**src/rtl/out_channel_pkg.sv**
```systemverilog
// Shared definitions for the output-channel drain block.
package out_channel_pkg;

    localparam int DEFAULT_MEM_W = 12;

    typedef enum logic [1:0] {
        RUN   = 2'd0,
        FLUSH = 2'd1,
        DONE  = 2'd2
    } state_e;

endpackage

```
**src/rtl/out_channel_drain_if.sv**
```systemverilog
// Handshake and status bundle between the executor, the drain block and its consumer.
interface out_channel_drain_if #(
    parameter int MemoryElementWidth = out_channel_pkg::DEFAULT_MEM_W,
    parameter int NDepth             = 16,
    parameter int NCount             = 16
);
    localparam int CW = $clog2(NDepth) + 1;

    logic                          in_valid;
    logic [MemoryElementWidth-1:0] in_data;
    logic                          in_ready;
    logic                          finished;
    logic                          out_valid;
    logic [MemoryElementWidth-1:0] out_data;
    logic                          out_ready;
    logic [CW-1:0]                 count;
    logic [NCount-1:0]             total;
    logic                          overflow;
    logic                          drained;

    modport slave (
        input  in_valid, in_data, finished, out_ready,
        output in_ready, out_valid, out_data, count, total, overflow, drained
    );

    modport master (
        output in_valid, in_data, finished, out_ready,
        input  in_ready, out_valid, out_data, count, total, overflow, drained
    );

endinterface

```
**src/rtl/out_channel_fifo.sv**
```systemverilog
// Power-of-two FIFO with distributed-RAM storage and an asynchronous read port.
module out_channel_fifo #(
    parameter int Width = 12,
    parameter int Depth = 16
) (
    input  logic                     clock,
    input  logic                     reset_n,
    input  logic                     wr_en,
    input  logic [Width-1:0]         wr_data,
    input  logic                     rd_en,
    output logic [Width-1:0]         rd_data,
    output logic [$clog2(Depth):0]   count
);
    localparam int AW = $clog2(Depth);

    logic [AW-1:0]    wr_ptr_q, wr_ptr_d;
    logic [AW-1:0]    rd_ptr_q, rd_ptr_d;
    logic [AW:0]      count_q, count_d;
    logic [Width-1:0] mem [Depth];

    // Callers only write when not full and only read when not empty.
    always_comb begin
        wr_ptr_d = wr_ptr_q + AW'(wr_en);
        rd_ptr_d = rd_ptr_q + AW'(rd_en);
        count_d  = count_q + (AW+1)'(wr_en) - (AW+1)'(rd_en);
    end

    always_ff @(posedge clock or negedge reset_n) begin
        if (!reset_n) begin
            wr_ptr_q <= '0;
            rd_ptr_q <= '0;
            count_q  <= '0;
        end else begin
            wr_ptr_q <= wr_ptr_d;
            rd_ptr_q <= rd_ptr_d;
            count_q  <= count_d;
        end
    end

    always_ff @(posedge clock) begin
        if (wr_en) mem[wr_ptr_q] <= wr_data;
    end

    // Gate the read so stale storage never shows while empty or in reset.
    assign rd_data = (count_q != '0) ? mem[rd_ptr_q] : '0;
    assign count   = count_q;

endmodule

```
**src/rtl/out_channel_drain.sv**
```systemverilog
// Buffers out-instruction words and tracks end-of-run draining, totals and overflow.
module out_channel_drain
    import out_channel_pkg::*;
#(
    parameter int MemoryElementWidth = DEFAULT_MEM_W,
    parameter int NDepth             = 16,
    parameter int NCount             = 16
) (
    input  logic                clock,
    input  logic                reset_n,
    out_channel_drain_if.slave  bus
);
    localparam int CW = $clog2(NDepth) + 1;

    state_e            state_q, state_d;
    logic [NCount-1:0] total_q, total_d;
    logic              overflow_q, overflow_d;
    logic              drained_q, drained_d;

    logic [CW-1:0]                 fifo_count;
    logic [MemoryElementWidth-1:0] fifo_rd_data;
    logic                          in_ready;
    logic                          out_valid;
    logic                          accept;
    logic                          consume;
    logic                          empty_after;

    // Depends only on registered state, never on out_ready.
    assign in_ready  = (state_q == RUN) && (fifo_count < CW'(NDepth));
    assign out_valid = (fifo_count != '0);
    assign accept    = bus.in_valid && in_ready;
    assign consume   = out_valid && bus.out_ready;
    assign empty_after = (fifo_count == '0) || ((fifo_count == CW'(1)) && consume);

    out_channel_fifo #(
        .Width (MemoryElementWidth),
        .Depth (NDepth)
    ) u_fifo (
        .clock   (clock),
        .reset_n (reset_n),
        .wr_en   (accept),
        .wr_data (bus.in_data),
        .rd_en   (consume),
        .rd_data (fifo_rd_data),
        .count   (fifo_count)
    );

    always_comb begin
        state_d    = state_q;
        total_d    = total_q;
        overflow_d = overflow_q | (bus.in_valid && !in_ready);
        if (accept && (total_q != '1)) total_d = total_q + NCount'(1);
        case (state_q)
            RUN:     if (bus.finished) state_d = FLUSH;
            FLUSH:   if (empty_after)  state_d = DONE;
            DONE:    state_d = DONE;
            default: state_d = RUN;
        endcase
        drained_d = drained_q | (state_d == DONE);
    end

    always_ff @(posedge clock or negedge reset_n) begin
        if (!reset_n) begin
            state_q    <= RUN;
            total_q    <= '0;
            overflow_q <= 1'b0;
            drained_q  <= 1'b0;
        end else begin
            state_q    <= state_d;
            total_q    <= total_d;
            overflow_q <= overflow_d;
            drained_q  <= drained_d;
        end
    end

    assign bus.in_ready  = in_ready;
    assign bus.out_valid = out_valid;
    assign bus.out_data  = fifo_rd_data;
    assign bus.count     = fifo_count;
    assign bus.total     = total_q;
    assign bus.overflow  = overflow_q;
    assign bus.drained   = drained_q;

endmodule

```
**src/flat_wrapper.sv**
```systemverilog
// flat-port wrapper written by rule: the top's interface ports become plain ports
module out_channel_drain_flat import out_channel_pkg::*;
#(
    parameter int MemoryElementWidth = DEFAULT_MEM_W,
    parameter int NDepth             = 16,
    parameter int NCount             = 16
)
  (clock, reset_n, bus_in_valid, bus_in_data, bus_finished, bus_out_ready, bus_in_ready, bus_out_valid, bus_out_data, bus_count, bus_total, bus_overflow, bus_drained);
  out_channel_drain_if #(.MemoryElementWidth(MemoryElementWidth), .NDepth(NDepth), .NCount(NCount)) bus_i ();
  input  logic clock;
  input  logic reset_n;
  input wire logic [$bits(bus_i.in_valid)-1:0] bus_in_valid;
  input wire logic [$bits(bus_i.in_data)-1:0] bus_in_data;
  input wire logic [$bits(bus_i.finished)-1:0] bus_finished;
  input wire logic [$bits(bus_i.out_ready)-1:0] bus_out_ready;
  output wire logic [$bits(bus_i.in_ready)-1:0] bus_in_ready;
  output wire logic [$bits(bus_i.out_valid)-1:0] bus_out_valid;
  output wire logic [$bits(bus_i.out_data)-1:0] bus_out_data;
  output wire logic [$bits(bus_i.count)-1:0] bus_count;
  output wire logic [$bits(bus_i.total)-1:0] bus_total;
  output wire logic [$bits(bus_i.overflow)-1:0] bus_overflow;
  output wire logic [$bits(bus_i.drained)-1:0] bus_drained;
  assign bus_i.in_valid = bus_in_valid;
  assign bus_i.in_data = bus_in_data;
  assign bus_i.finished = bus_finished;
  assign bus_i.out_ready = bus_out_ready;
  assign bus_in_ready = bus_i.in_ready;
  assign bus_out_valid = bus_i.out_valid;
  assign bus_out_data = bus_i.out_data;
  assign bus_count = bus_i.count;
  assign bus_total = bus_i.total;
  assign bus_overflow = bus_i.overflow;
  assign bus_drained = bus_i.drained;
  out_channel_drain #(.MemoryElementWidth(MemoryElementWidth), .NDepth(NDepth), .NCount(NCount)) u_core (.clock(clock), .reset_n(reset_n), .bus(bus_i));
endmodule
```
**config.mk**
```make
export PLATFORM = sky130hd
export DESIGN_NAME = out_channel_drain_flat
export DESIGN_NICKNAME = d
export VERILOG_FILES = /design/src/rtl/out_channel_pkg.sv /design/src/rtl/out_channel_drain_if.sv /design/src/rtl/out_channel_fifo.sv /design/src/rtl/out_channel_drain.sv /design/src/flat_wrapper.sv
export SDC_FILE = /design/constraint.sdc
export NUM_CORES = 1
export LEC_CHECK = 0
export CAP_MARGIN = 20
export CELL_PAD_IN_SITES_DETAIL_PLACEMENT = 0
export CELL_PAD_IN_SITES_GLOBAL_PLACEMENT = 2
export CORE_MARGIN = 2
export CORE_UTILIZATION = 51
export CTS_BUF_LIST = sky130_fd_sc_hd__clkbuf_4
export CTS_CLUSTER_SIZE = 14
export DETAILED_ROUTE_END_ITERATION = 7
export PLACE_DENSITY_LB_ADDON = 0.3
export SYNTH_ARGS = -nofsm -noshare
export SYNTH_HDL_FRONTEND = slang
export SYNTH_SLANG_ARGS = --single-unit
```
**constraint.sdc**
```tcl
create_clock -name clock -period 7.25 [get_ports clock]
set_input_delay 1.0875 -clock clock [delete_from_list [all_inputs] [get_ports clock]]
set_output_delay 1.0875 -clock clock [all_outputs]
set_load 0.02 [all_outputs]
```
After elaboration in Yosys (flattened, before gate mapping)
Memories as Yosys holds them, arrays and structs flattened. Cells that the tools add are included.

Bits in registers: 33. Bits in writable memories: 192. Bits of input ports: 17. Logic and storage cells: 38. Memories: 1.

Add/subtract/negate cells: 5. Order comparisons: 1. Equality and inequality tests: 5. Multiplexer cells: 6. Bitwise operators: 2. Reduce and logical (&&, ||, !) cells: 11.

Memory list: u_core.u_fifo.mem (words 16, width 12, rd ports 1, clocked after Yosys merged registers in 0, wr ports 1, RTL line out_channel_fifo.sv:19) `logic [Width-1:0] mem [Depth];`.

Operators with widths (number): adder 16 x 1 -> 16 bit (second input constant) (1); inequality test 16 bit (second input constant) (1); 2-to-1 mux 12 bit (1); adder 4 x 1 -> 4 bit (2); logical AND 1 bit (6); case mux 2 bit (3 select lines) (1); adder 5 x 1 -> 5 bit (1); == test 5 x 1 -> 1 bit (second input constant) (1); zero test 5 bit (1); less-than comparator 5 bit (second input constant) (1); nonzero test 5 bit (1); subtractor 5 x 1 -> 5 bit (1); == test 2 bit (second input constant) (2); 2-to-1 mux 2 bit (2); == test 2 x 1 -> 1 bit (second input constant) (1); zero test 2 bit (1); 2-to-1 mux 1 bit (2); bitwise OR 1 bit (2); zero test 1 bit (1); logical OR 1 bit (1).

Depth between registers and ports, before layout
Gate-level depths: netlist of run 1.

Depth after elaboration: 8. Mapped depth: 12. Mapped depth without buffers: 12.

Hierarchy
From an unflattened synthesis of run 1, not the netlist that was laid out.

Cells, all modules: 496. Area, all modules: 9120.0 µm².

By module, submodules not included: out_channel_fifo (times used 1, cells each 407, area each 8165.3 µm², sequential area each 6090.8 µm²); out_channel_drain (times used 1, cells each 89, area each 954.7 µm², sequential area each 500.5 µm²).

Least setup slack after synthesis of run 1
OpenSTA, ideal clock, no wires.

Path kind: input to register. Start point: input port bus_in_valid. End point: memory u_core.u_fifo.mem[0][0], enable pin. Setup time: 0.396 ns. Arrival: 2.914 ns. Required time: 6.854 ns. Setup slack: 3.940 ns. Stages on the path: 4. Path buffers: 1. Cell sequence: or4b_1 buf_6 or3_1 nor3_1.

Word-level cells in the longest chain between the ends: 3.

RTL lines: start: declaration (RTL line flat_wrapper.sv:12) `input wire logic [$bits(bus_i.in_valid)-1:0] bus_in_valid;`; logical AND 1 bit (RTL line out_channel_drain.sv:31) `assign accept = bus.in_valid && in_ready;`; 2-to-1 mux 1 bit (RTL line out_channel_fifo.sv:41) `if (wr_en) mem[wr_ptr_q] <= wr_data;`; 2-to-1 mux 1 bit (not written as such) (RTL line out_channel_fifo.sv:41); end: declaration (RTL line out_channel_fifo.sv:19).

Every way passes these cells.

Worst setup path after layout of run 1
Start point: register u_core.u_fifo.rd_ptr_q[1]. End point: output port bus_out_data[1].

Word-level cells in the longest chain between the ends: 2.

RTL lines: start: declaration (RTL line out_channel_fifo.sv:17) `logic [AW-1:0] rd_ptr_q, rd_ptr_d;`; start signal: assignment (RTL line out_channel_fifo.sv:35) `rd_ptr_q <= rd_ptr_d;`; memory read (16 x 12 bit); 2-to-1 mux 12 bit (RTL line out_channel_fifo.sv:45) `assign rd_data = (count_q != '0) ? mem[rd_ptr_q] : '0;`; end: declaration (RTL line flat_wrapper.sv:18) `output wire logic [$bits(bus_i.out_data)-1:0] bus_out_data;`.

Every way passes these cells.

==> results.cfg, run 1 <==
[detailed_routing]
drtIter0Drc = 331
via_per_inst = 5.60
firstDrtPassIters = 4
drc = 0
wl_per_cell_um = 21.1
num_vias = 4754
wl_um = 18000
ant_nets = 0

[synth]
syn_area_mm2 = 0.00899
synth_seq_cells = 225
synth.avg_cell_area_um2 = 18.7
synth_cells = 480
synth_seq_area_share = 0.733
yosysUniqueCellTypes = 44
syn_nets = 509
synth_edf_count = 192
yosys_most_used_dff = edfxtp_1
yosysWarningCount = 0
async_flop_share = 0.147

[placed_design]
gp_congestion = 0.743
portBuffers = 53
place_hpwl_um = 11700
placed_cells = 754
dpl_cell_area_mm2 = 0.00990
pre_cts_ws_ns = 2.98

[cts]
cts_tree = done
clock-sinks = 225
path_clk_slew_ns = 0.06
clockRootBuffer = clkbuf_4
cts_buffers = 55
hold_buffers = 0
cts_buffer_depth = 3
clk_latency_ns = 0.63
post_cts_buffers = 0
cts_resized = 0
htree_levels = 2

[floorplan]
num_rows = 48
pin_count = 54
die_x_um = 137
fp.dieH_um = 137
start_util = 0.520
core_area_mm2 = 0.0173
die_area_mm2 = 0.0187

[timing]
whs_ns = 0.472
clock_skew_ns = 0.0278
hold_viol_final = 0
final-max-slew-violation-count = 0
fmax_mhz = 203
setup_ws_ns = 2.32
rsz0062_at_grt = no
min_period_over_period = 0.680
tns_ns = 0
worst_slew_pin_slew_ns = 1.04
setup_violations = 0
relSlewSlack = 0.303
finalCriticalPeriod_ns = 4.93

[finish]
drive_gt1_frac = 0.278
final_common_cell = edfxtp_1
final_util = 0.614
design_area_mm2 = 0.0106
nets = 616
layout_common_cells = 192 x edfxtp_1, 90 x clkbuf_4, 53 x clkdlybuf4s50_1
syn_to_final_growth_pct = 18.1
stdcell_count = 849

[critical_path]
path_delay_family = buffers and inverters
critPathCaptureType = output port
rr_endpoint = u_core.u_fifo.mem[4][5]
crit_slowest_cell = clkinv_1
max_stage_delay_ns = 1.04
required_ns = 6.16
crit_chain = clkinv_1, mux2i_1, o22ai_1, clkdlybuf4s50_1
r2r_slack_ns = 4.20
cp_num_cells = 4
startpoint_type = flip-flop
rr_worst_depth = 4
arrival_ns = 3.84
crit_type = flip-flop to output port
startpoint = u_core.u_fifo.rd_ptr_q[1]
path_max_fanout = 23
crit_buf_inv = 2
timing.rr.start = u_core.u_fifo.count[4]
critPathCapture = bus_out_data[1]

[global_route]
grt_overflow = 0
antenna_found_initial = 1
grt_pass1_vias = 5016
grt_pass1_wl_um = 28200
grt_usage = 0.205
grt_max_degree = 46

[flow_run]
drv_cap = 0

[status]
status = complete, no violations

[worst_hold_path]
hold_class = flip-flop to flip-flop

[power]
ir_drop_mv = 0.204
finalPower_mw = 3.80
leakage_nw = 3.72
powerDensity_mw_per_mm2 = 357
## metal layers
metal  up-vias  global-route usage  wire length (um)
met1      2420               0.283              7750
met4         0              0.0641               278
met2       158               0.327              8850
met5         -                   0                 0
li1       2150                   -                 -
met3        26              0.0496              1060
## how the worst min path moves through the flow
stage,startpoint,end,cells past startpoint
final,u_core.bus.overflow,u_core.bus.overflow,1
after global routing,u_core.bus.drained,u_core.bus.drained,1
after CTS,u_core.bus.drained,u_core.bus.drained,1
after detailed placement,u_core.bus.drained,u_core.bus.drained,1
after global placement,u_core.bus.overflow,u_core.bus.overflow,1
after floorplan,u_core.u_fifo.rd_ptr_q[3],u_core.u_fifo.rd_ptr_q[3],1
## power breakdown
part	switching [mW]	internal, mW	total (mW)	leakage [nW]
clock network	0.453	0.587	1.04	0.434
logic	0.580	0.568	1.15	1.17
registers	0.131	1.48	1.61	2.12
total	1.16	2.63	3.80	3.72
## synth_stat cells, drive strengths merged (4+ instances only)
library cell,count,area [um^2]
nor2b,4,25.0
mux2i,17,170
o21ai,12,60.1
clkbuf,13,48.8
nor3,11,55.1
nor4,6,58.8
mux4,46,1040
nor2,32,120
o22ai,11,68.8
nand4,4,31.3
edfxtp,192,5770
xor2,18,158
xnor2,5,43.8
nand2,11,41.3
buf,10,63.8
inv,9,33.8
nand3,10,55.1
dfrtp,33,826
ha,11,138
## state kept, by name (all words and copies together), names as in the netlist
name	flops
u_core.u_fifo.mem	192
u_core.bus.total	16
u_core.u_fifo.count	5
u_core.u_fifo.rd_ptr_q	4
u_core.u_fifo.wr_ptr_q	4
u_core.state_q	2
u_core.bus.drained	1
u_core.bus.overflow	1
## kinds of logic after synthesis
kind of cell,after synthesis,share of synthesized area
adder cells (fa/ha/maj),12,0.0175
XOR/XNOR,23,0.0224
buffers and inverters,33,0.0167
AO/OA/AOI/OAI,29,0.0189
flip-flops,225,0.733
AND/OR/NAND/NOR,94,0.0561
multiplexers,64,0.135
## final cells by class
class	count	area [um^2]
well taps	225	282
diodes	1	2.50
clock inverters	3	37.5
flip-flops and latches	225	6590
inverters	10	37.5
fillers	1250	6670
clock buffers	90	676
repair buffers	73	718
multi-input cells	222	2280
(Power assumes the default switching activity.)
==> inputs of run 2 (changes only) <==
--- a/config.mk
+++ b/config.mk
@@ -9,7 +9,7 @@
 export CELL_PAD_IN_SITES_DETAIL_PLACEMENT = 0
 export CELL_PAD_IN_SITES_GLOBAL_PLACEMENT = 2
 export CORE_MARGIN = 2
-export CORE_UTILIZATION = 51
+export CORE_UTILIZATION = 47
 export CTS_BUF_LIST = sky130_fd_sc_hd__clkbuf_4
 export CTS_CLUSTER_SIZE = 14
 export DETAILED_ROUTE_END_ITERATION = 7
==> constraint.sdc (replaced) <==
create_clock -name clock -period 4.8 [get_ports clock]
set_input_delay 0.72 -clock clock [delete_from_list [all_inputs] [get_ports clock]]
set_output_delay 0.72 -clock clock [all_outputs]
set_load 0.02 [all_outputs]
==> run 2 against run 1 <==
Die area grew 8.3%. Combinational power rose by 48%. Register-to-register slack got worse by 2.4 ns. Non-clock buffer count rose by 3. Sequential share of layout area down 0.12 points. Clock skew increased by 0.027 ns. First-iteration DRC count is 31% lower. Clock-buffer cell count shrank 8. Worst setup slack got worse by 1.7 ns. Critical path depth is 3 higher. Worst hold slack better by 0.00051 ns. Sequential power increased by 54%. Largest cell class unchanged.
==> results.cfg, run 2 (synthesis results as in run 1) <==
[status]
status = complete, no violations

[placed_design]
pre_cts_ws_ns = 1.19
gp_congestion = 0.765
place_hpwl_um = 11200
portBuffers = 53

[critical_path]
rr_worst_depth = 12
crit_slowest_cell = nor2b_1
rr_endpoint = u_core.u_fifo.count[4]
startpoint_type = flip-flop
r2r_slack_ns = 1.84
critPathCaptureType = output port
path_max_fanout = 12
max_stage_delay_ns = 0.81
crit_type = flip-flop to output port
timing.rr.start = u_core.u_fifo.count[3]
arrival_ns = 3.45
crit_chain = inv_1, ha_1, nor4b_1, nor2b_1, o21ai_0, o22ai_1, clkdlybuf4s50_1
required_ns = 4.08

[timing]
rsz0062_at_grt = no
tns_ns = 0
relSlewSlack = 0.275
final-max-slew-violation-count = 0
setup_ws_ns = 0.633
fmax_mhz = 240
worst_slew_pin_slew_ns = 1.08
hold_viol_final = 0
finalCriticalPeriod_ns = 4.17
setup_violations = 0
clock_skew_ns = 0.0545
min_period_over_period = 0.868

[finish]
layout_common_cells = 192 x edfxtp_1, 82 x clkbuf_4, 53 x clkdlybuf4s50_1
nets = 620
fill_cells = 1460
largest-register = u_core.u_fifo.mem
largest_reg_flops = 192
drive_gt1_frac = 0.268
syn_to_final_growth_pct = 18.4
final_common_cell = edfxtp_1

[detailed_routing]
num_vias = 4765
firstDrtPassIters = 4
drtIter0Drc = 230
drc = 0
wl_per_cell_um = 20.5
ant_nets = 0
via_per_inst = 5.46
wl_um = 17800

[global_route]
grt_pass1_wl_um = 28700
grt_max_degree = 39
grt_pass1_vias = 5210
grt_usage = 0.189
grt_overflow = 0
antenna_found_initial = 1

[floorplan]
start_util = 0.479
fp.dieH_um = 142
num_rows = 50
die_area_mm2 = 0.0203
core_area_mm2 = 0.0188
pin_count = 54
die_x_um = 142

[cts]
clockRootBuffer = clkbuf_4
path_clk_slew_ns = 0.07
cts_buffer_depth = 3
cts_tree = done
hold_buffers = 0
cts_resized = 0
htree_levels = 2
clock-sinks = 225
clk_latency_ns = 0.68
cts_buffers = 56
post_cts_buffers = 0

[flow_run]
drv_cap = 0

[power]
powerDensity_mw_per_mm2 = 541
ir_drop_mv = 0.401
leakage_nw = 3.72
finalPower_mw = 5.76

[worst_hold_path]
hold_class = primary input to async pin
## run 2: cell count changes in the layout (fill, tap and decap cells not counted), moves of 2 or more
cell	previous run	this run
clkbuf_4	90	82
clkinv_1	2	18
clkinv_2	0	2
buf_6	10	2
buf_4	10	21
## run 2: layout make-up
type | instances | area, um^2 | area share
Inverter | 10 | 37.5 | 0.00353
Sequential cell | 225 | 6600 | 0.620
Clock inverter | 22 | 115 | 0.0108
Clock buffer | 82 | 616 | 0.0578
Antenna cell | 1 | 2.50 | 0.000235
Multi-Input combinational cell | 222 | 2280 | 0.214
Timing Repair Buffer | 76 | 711 | 0.0667
Tap cell | 234 | 293 | 0.0275
## run 2: worst max path at each step
stage                            from                 endpoint  cells after the start
3_3_place_gp             bus_in_valid   u_core.u_fifo.count[4]                     10
6_report       u_core.u_fifo.count[2]          bus_out_data[0]                      7
3_5_place_dp             bus_in_valid  u_core.u_fifo.mem[2][3]                      5
5_1_grt        u_core.u_fifo.count[2]          bus_out_data[5]                      7
2_1_floorplan            bus_in_valid  u_core.u_fifo.mem[0][0]                      4
4_1_cts        u_core.u_fifo.count[3]          bus_out_data[0]                      7
## run 2: worst max-delay path, delay by kind of cell (launching register included)
family | cells | cell delay [ns]
AOI/OAI and AO/OA | 2 | 0.50
DFF | 1 | 0.38
and+or+nand+nor | 2 | 1.00
buffers and inverters | 2 | 0.73
adders and majority gates | 1 | 0.20
## run 2: per-layer routing
metal  routed length [um]  track usage
met5                    0            0
met4                  276       0.0558
met3                 1050       0.0515
met2                 9240        0.328
met1                 7270        0.235
## run 2: where the power goes
part           internal [mW]  switching (mW)
Combinational          0.872           0.826
Clock                  0.840           0.733
Sequential              2.23           0.252
Total                   3.94            1.81
## run 2: through the flow
step                hold WS (ns)  instances  area (um^2)  utilization
floorplan                  0.424        480         8990            -
global placement           0.460        765         9890        0.527
detailed placement         0.454        765         9890        0.527
CTS                        0.422        869        10600        0.566
global route               0.437        872        10600        0.567
finish                     0.473        872        10600        0.567
==> inputs of run 3 (changes only) <==
--- a/config.mk
+++ b/config.mk
@@ -8,7 +8,6 @@
 export CAP_MARGIN = 20
 export CELL_PAD_IN_SITES_DETAIL_PLACEMENT = 0
 export CELL_PAD_IN_SITES_GLOBAL_PLACEMENT = 2
-export CORE_MARGIN = 2
 export CORE_UTILIZATION = 47
 export CTS_BUF_LIST = sky130_fd_sc_hd__clkbuf_4
 export CTS_CLUSTER_SIZE = 14
==> run 3 against run 2 <==
Clock skew is 0.00089 ns higher. Worst setup slack better by 0.12 ns. Largest power group unchanged. Worst hold slack worse by 0.35 ns. Sequential share of layout area is 0.62 points higher. Combinational power hardly changed. Clock power is 7% lower. Critical path type unchanged. Critical endpoint is now bus_out_data[10]. Global-route usage is 0.97 points higher. Sequential power hardly changed. Highest routed layer unchanged.
==> results.cfg, run 3 (synthesis results as in run 1) <==
[global_route]
grt_pass1_wl_um = 28800
grt_overflow = 0
grt_usage = 0.199
grt_pass1_vias = 5103
grt_max_degree = 44
antenna_found_initial = 1

[critical_path]
rr_worst_depth = 4
max_stage_delay_ns = 0.93
startpoint_type = flip-flop
arrival_ns = 3.33
critPathCapture = bus_out_data[10]
critPathCaptureType = output port
startpoint = u_core.u_fifo.rd_ptr_q[2]
required_ns = 4.08
path_max_fanout = 31
r2r_slack_ns = 1.81
crit_slowest_cell = dfrtp_2
crit_chain = buf_4, mux4_2, mux2i_1, o21ai_0, clkdlybuf4s50_1
timing.rr.start = u_core.u_fifo.count[4]
crit_type = flip-flop to output port
rr_endpoint = u_core.u_fifo.mem[3][3]

[cts]
cts_buffers = 54
clk_latency_ns = 0.69
hold_buffers = 0
path_clk_slew_ns = 0.06
post_cts_buffers = 0
cts_buffer_depth = 3
clockRootBuffer = clkbuf_4
htree_levels = 2
clock-sinks = 225
cts_resized = 0
cts_tree = done

[placed_design]
dpl_cell_area_mm2 = 0.00989
gp_congestion = 0.763
portBuffers = 53
place_hpwl_um = 11200

[timing]
worst_slew_pin_slew_ns = 1.09
final-max-slew-violation-count = 0
finalCriticalPeriod_ns = 4.05
min_period_over_period = 0.843
fmax_mhz = 247
tns_ns = 0
rsz0062_at_grt = no
clock_skew_ns = 0.0554
hold_viol_final = 0
relSlewSlack = 0.268
setup_violations = 0

[detailed_routing]
firstDrtPassIters = 4
ant_nets = 0
drtIter0Drc = 228
via_per_inst = 5.60
drc = 0
wl_um = 18400
wl_per_cell_um = 21.6
num_vias = 4783

[floorplan]
num_rows = 50
core_area_mm2 = 0.0187
die_x_um = 140
start_util = 0.481
die_area_mm2 = 0.0197
pin_count = 54
fp.dieH_um = 140

[finish]
syn_to_final_growth_pct = 17.2
layout_common_cells = 192 x edfxtp_1, 76 x clkbuf_4, 52 x clkdlybuf4s50_1
drive_gt1_frac = 0.264
fill_cells = 1475
design_area_mm2 = 0.0105
largest_reg_flops = 192
nets = 617
largest-register = u_core.u_fifo.mem
final_common_cell = edfxtp_1

[power]
ir_drop_mv = 0.312
leakage_nw = 3.67
powerDensity_mw_per_mm2 = 539

[status]
status = complete, no violations

[flow_run]
drv_cap = 0

[worst_hold_path]
hold_class = primary input to async pin
-- run 3: worst max-delay path, delay by kind of cell, from the launching register on --
kind | cells | cell delay (ns)
buf+inv | 2 | 1.01
flops | 1 | 0.93
mux | 2 | 0.60
compound gates | 1 | 0.14
-- run 3: final cells by class --
cell class | count | area (um^2) | share of cell area
Tap cell | 234 | 293 | 0.0278
Inverter | 10 | 37.5 | 0.00356
Clock buffer | 76 | 571 | 0.0541
Sequential cell | 225 | 6600 | 0.626
Timing Repair Buffer | 75 | 694 | 0.0659
Antenna cell | 2 | 5.00 | 0.000475
Clock inverter | 10 | 68.8 | 0.00653
Multi-Input combinational cell | 222 | 2280 | 0.216
-- run 3: per-layer routing --
layer	up-vias	routed length, um	GRT usage
li1	2142	-	-
met1	2455	8130	0.267
met2	151	9030	0.323
met3	35	966	0.0472
met4	0	303	0.0654
met5	-	0	0
-- run 3: where the power goes --
group	internal [mW]	total [mW]	switching, mW
Sequential	2.23	2.51	0.276
Clock	0.772	1.46	0.692
Combinational	0.881	1.71	0.828
-- run 3: how the worst min path moves through the flow --
stage / endpoint / slack [ns] / depth (start not counted)
3_5_place_dp: u_core.bus.drained / 0.46 / 1
5_1_grt: u_core.u_fifo.count[4] / 0.15 / 1
3_3_place_gp: u_core.bus.drained / 0.46 / 1
4_1_cts: u_core.u_fifo.count[4] / 0.09 / 1
2_1_floorplan: u_core.bus.drained / 0.42 / 0
6_report: u_core.u_fifo.count[4] / 0.12 / 1
-- run 3: metrics by stage --
stage	cells	hold WS (ns)	power, mW	setup WS (ns)	utilization
floorplan	480	0.424	3.60	1.86	-
global placement	765	0.456	4.26	1.22	0.529
detailed placement	765	0.461	4.29	1.17	0.529
CTS	851	0.0906	5.77	0.676	0.563
global route	854	0.149	5.99	0.587	0.564
finish	854	0.123	5.68	0.754	0.564
